File: src/rtl/serial_add_pkg.sv
// Shared types and constants for the 2-bit-per-cycle serial adder.
// Holds the controller state enum and the slice width.
package serial_add_pkg;

    localparam int SLICE_W = 2;

    typedef enum logic [1:0] {
        IDLE = 2'd0,
        RUN  = 2'd1,
        DONE = 2'd2
    } state_e;

endpackage

File: src/rtl/add2_slice.sv
// Combinational 2-bit adder slice with carry in/out.
// Ports: a, b (2-bit operands), ci (carry in) -> s (2-bit sum), co (carry out).
import serial_add_pkg::*;

module add2_slice (
    input  logic [SLICE_W-1:0] a,
    input  logic [SLICE_W-1:0] b,
    input  logic               ci,
    output logic [SLICE_W-1:0] s,
    output logic               co
);

    always_comb begin
        {co, s} = {1'b0, a} + {1'b0, b} + {{SLICE_W{1'b0}}, ci};
    end

endmodule

File: src/rtl/serial_add_ctrl.sv
// Serial adder controller: accepts A, B, cin and adds 2 bits per cycle.
// Ports: start_valid/start_ready (request), a/b/cin (operands),
// busy, done_valid/done_ready (result handshake), sum/cout (registered result).
import serial_add_pkg::*;

module serial_add_ctrl #(
    parameter int WIDTH = 8
) (
    input  logic             clk,
    input  logic             rst_n,
    input  logic             start_valid,
    output logic             start_ready,
    input  logic [WIDTH-1:0] a,
    input  logic [WIDTH-1:0] b,
    input  logic             cin,
    output logic             busy,
    output logic             done_valid,
    input  logic             done_ready,
    output logic [WIDTH-1:0] sum,
    output logic             cout
);

    localparam int NSLICE = WIDTH / SLICE_W;
    localparam int IDX_W  = (NSLICE > 1) ? $clog2(NSLICE) : 1;
    localparam logic [IDX_W-1:0] LAST = IDX_W'(NSLICE - 1);

    state_e           state_q, state_d;
    logic [IDX_W-1:0] idx_q, idx_d;
    logic [WIDTH-1:0] a_q, a_d;
    logic [WIDTH-1:0] b_q, b_d;
    logic             carry_q, carry_d;
    logic [WIDTH-1:0] sum_q, sum_d;
    logic             cout_q, cout_d;

    logic [SLICE_W-1:0] sl_a, sl_b, sl_s;
    logic               sl_co;

    // Bit offset of the current slice: idx * 2.
    logic [IDX_W:0] bit_off;
    assign bit_off = {idx_q, 1'b0};

    assign sl_a = a_q[bit_off +: SLICE_W];
    assign sl_b = b_q[bit_off +: SLICE_W];

    add2_slice u_slice (
        .a  (sl_a),
        .b  (sl_b),
        .ci (carry_q),
        .s  (sl_s),
        .co (sl_co)
    );

    always_comb begin
        state_d = state_q;
        idx_d   = idx_q;
        a_d     = a_q;
        b_d     = b_q;
        carry_d = carry_q;
        sum_d   = sum_q;
        cout_d  = cout_q;
        unique case (state_q)
            IDLE: begin
                if (start_valid) begin
                    a_d     = a;
                    b_d     = b;
                    carry_d = cin;
                    idx_d   = '0;
                    sum_d   = '0;
                    state_d = RUN;
                end
            end
            RUN: begin
                sum_d[bit_off +: SLICE_W] = sl_s;
                carry_d = sl_co;
                if (idx_q == LAST) begin
                    // Index parks on the last slice rather than wrapping.
                    cout_d  = sl_co;
                    state_d = DONE;
                end else begin
                    idx_d = idx_q + IDX_W'(1);
                end
            end
            DONE: begin
                if (done_ready) begin
                    state_d = IDLE;
                end
            end
            default: begin
                state_d = IDLE;
            end
        endcase
    end

    always_ff @(posedge clk or negedge rst_n) begin
        if (!rst_n) begin
            state_q <= IDLE;
            idx_q   <= '0;
            a_q     <= '0;
            b_q     <= '0;
            carry_q <= 1'b0;
            sum_q   <= '0;
            cout_q  <= 1'b0;
        end else begin
            state_q <= state_d;
            idx_q   <= idx_d;
            a_q     <= a_d;
            b_q     <= b_d;
            carry_q <= carry_d;
            sum_q   <= sum_d;
            cout_q  <= cout_d;
        end
    end

    assign start_ready = (state_q == IDLE);
    assign busy        = (state_q == RUN);
    assign done_valid  = (state_q == DONE);
    assign sum         = sum_q;
    assign cout        = cout_q;

endmodule

File: config.mk
export PLATFORM = sky130hd
export DESIGN_NAME = serial_add_ctrl
export DESIGN_NICKNAME = d
export VERILOG_FILES = /design/src/rtl/serial_add_pkg.sv /design/src/rtl/add2_slice.sv /design/src/rtl/serial_add_ctrl.sv
export SDC_FILE = /design/constraint.sdc
export NUM_CORES = 1
export LEC_CHECK = 0
export BUFFER_PORTS_ARGS = -buffer_cell sky130_fd_sc_hd__buf_2
export CORE_MARGIN = 2
export CORE_UTILIZATION = 57
export DETAILED_ROUTE_END_ITERATION = 6
export GPL_TIMING_DRIVEN = 0
export MAX_ROUTING_LAYER = met4
export PLACE_DENSITY = 0.93
export SYNTH_ARGS = -nofsm -noshare
export SYNTH_HDL_FRONTEND = slang
export SYNTH_HIERARCHICAL = 1
export SYNTH_SLANG_ARGS = --single-unit
File: constraint.sdc
create_clock -name clk -period 3.84 [get_ports clk]
set_clock_uncertainty 0.15 [all_clocks]
set_input_delay 0.192 -clock clk [delete_from_list [all_inputs] [get_ports clk]]
set_output_delay 0.192 -clock clk [all_outputs]
set_load 0.02 [all_outputs]
==> metrics.csv <==
metric,value,unit
period_share,71.27,%
die_x,55.54,um
start_kind,flop,
synth-compound-area-share,7.769,%
grt_pass1_vias,1207,
hpwl,1988,um
utilization,78.48,%
endpoint_kind,flop,
synthSimpleGateAreaFrac,8.512,%
slew_headroom,56.16,%
finalMaxSlewViolations,0,
synth_top_family_by_area,multiplexers,
yosysTopAreaCell,dfrtp_1,
clock_latency,0.33,ns
yosys_warnings,6,
grt_overflow,0,
switching_power,0.0006868,W
design_area,1962,um2
min_from,start_valid,
grt_setup_unrepaired,false,
timing.rr.start,idx_q[0],
firstDrtPassIters,4,
fin_crit,2.737,ns
drt_iter0_drc,19,
max_freq,365.4,MHz
worst_hold_path.endpoint,sum[0],
critPathMaxFanout,8,
critical-path-slowest-cell,fa_1,
root_buffer,clkbuf_4,
vias,1105,
avgSynthCellArea,13.05,um2
crit_chain,"buf_4, mux4_2, inv_1, fa_1, fa_1, inv_1, inv_1, nor4_1, a32o_1",
synth_top_area_share,49.59,%
ir_drop,544.5,uV
critPathTopFamily,adder cells,
worst_pin_slew,0.6576,ns
report.final.setup_viol,0,
final_common_cell,buf_2,
status,"finished, final reports clean",
syn-num-nets,145,
synth-adder-area-share,7.603,%
crit_arrival,2.86,ns
setup_tns,0,ns
synth-xor-area-share,0,%
path_class,flop to flop,
pwr-share-seq,33.6,%
maxCapViolations,0,
cts_sinks,30,
synth_cell_types,28,
final_cell_mix,"32 x buf_2, 30 x dfrtp_1, 19 x dlygate4sd3_1",
reg2reg_depth,9,
hold_depth,4,
cts_tree,built,
pwr-share-clk,12.1,%
nNetsFinal,203,
synthCells,116,
cts_resized,0,
p_int,0.0009766,W
cp.required,3.96,ns
start_util,60.56,%
route.detailed.drc,0,
p_leak,0.9723,nW
slowest_delay,0.45,ns
postPlaceCellArea,1712,um2
grt_use_total,24.74,%
p_per_area,847.9,nW/um2
seq_area_frac_synth,49.59,%
placementRows,18,
hold_path_class,input port to flop,
io_pins,33,
ys_seq_elements,30,
yosys-top-cells-area,"dfrtp_1 50%, mux2_2 13%, mux4_2 6.0%",
syn2layout_area_growth,29.59,%
wl,3224,um
ant_nets,0,
diodes,0,
combinationalPowerShare,54.3,%
wire_per_inst,15.73,um
die_h,55.54,um
rrSetupSlack,1.10,ns
gp_congestion,0.8030,
cts.htree.levels,2,
clockBufferDepth,2,
core_area,2500,um2
crit_buf_inv,4,
critPathMostFrequentCell,inv_1,
switching_share,41.29,%
die_area,3084,um2
drive_gt1_share,38.86,%
netlist_area,1514,um2
antenna_found_initial,0,
grt_max_degree,31,
synthMuxAreaShare,19.34,%
r2r-end,sum[7],
grt_pass1_wl,5554,um
via_per_inst,5.390,
cts_buffers,5,
hold_violations,0,
io_buffer_count,32,
path_clk_slew,0.10,ns
==> registers in the layout, summed over array words and instances, names as in the netlist <==
name and count:
cout 1, b_q 8, sum 8, a_q 8
idx_q 2, carry_q 1, state_q 2
==> how the worst max path moves through the flow <==
stage / slack (ns) / depth (start not counted) / startpoint / end
2_1_floorplan: 1.35 / 9 / idx_q[0] / sum[7]
3_3_place_gp: 1.21 / 9 / idx_q[0] / sum[7]
3_5_place_dp: 1.11 / 9 / idx_q[0] / sum[7]
4_1_cts: 1.09 / 9 / idx_q[0] / sum[7]
5_1_grt: 0.99 / 9 / idx_q[0] / sum[7]
6_report: 1.10 / 9 / idx_q[0] / sum[7]
==> worst reg2reg max path: stages (launching register included) <==
cell     delay, ns
dfrtp_1       0.44
buf_4         0.20
mux4_2        0.33
inv_1         0.06
fa_1          0.43
fa_1          0.45
inv_1         0.10
inv_1         0.06
nor4_1        0.25
a32o_1        0.21
==> stage by stage <==
stage,std cells,worst slack [ns],power [W],hold slack (ns)
global route,205,0.9946,0.001795,0.2395
detailed placement,178,1.112,0.001440,0.1046
CTS,205,1.090,0.001652,0.1743
finish,205,1.103,0.001663,0.1909
floorplan,116,1.346,0.001228,-0.2536
global placement,178,1.207,0.001399,0.08809
==> cell type report <==
| type | instances | area [um2] |
|---|---|---|
| fillers | 153 | 538.0 |
| flip-flops and latches | 30 | 750.7 |
| clock buffers | 7 | 55.05 |
| multi-input cells | 65 | 654.4 |
| plain buffers | 5 | 48.80 |
| inverters | 16 | 60.06 |
| repair buffers | 51 | 350.3 |
| well taps | 30 | 37.54 |
| clock inverters | 1 | 5.005 |
==> repair_timing <==
item	4_1_cts	5_1_grt
hold buffers	19	0
buffers inserted	0	0
hold endpoints to repair	48	0
==> layer usage <==
layer	track usage, %	wire (um)
met1	27.46	1251
met2	42.86	1751
met3	7.260	169
met4	7.666	52
met5	-	0
==> cell usage after synthesis, drive strengths merged <==
cell type  count
dfrtp         30
mux2          18
inv           16
ha             6
buf            5
nand2          5
a22o           4
mux4           4
nor2           3
nor3b          3
a21o           2
a21oi          2
a32o           2
fa             2
nand2b         2
nor4           2
o21ai          2
o32ai          2
a221o          1
and3           1
and3b          1
and4           1
nand3          1
nor2b          1
==> kinds of logic after synthesis <==
family / after synthesis
compound gates: 15
flops: 30
mux: 22
simple gates: 20
buf+inv: 21
fa+ha+maj: 8
==> power by group through the flow <==
stage	Clock, W	Sequential (W)	Combinational [W]
3_3_place_gp	0	0.000549	0.000850
4_1_cts	0.000199	0.000556	0.000898
6_report	0.000201	0.000559	0.000904
2_1_floorplan	0	0.000572	0.000657
5_1_grt	0.000221	0.000579	0.000996
3_5_place_dp	0	0.000562	0.000878
No activity file was read; power rests on OpenSTA's default activity.
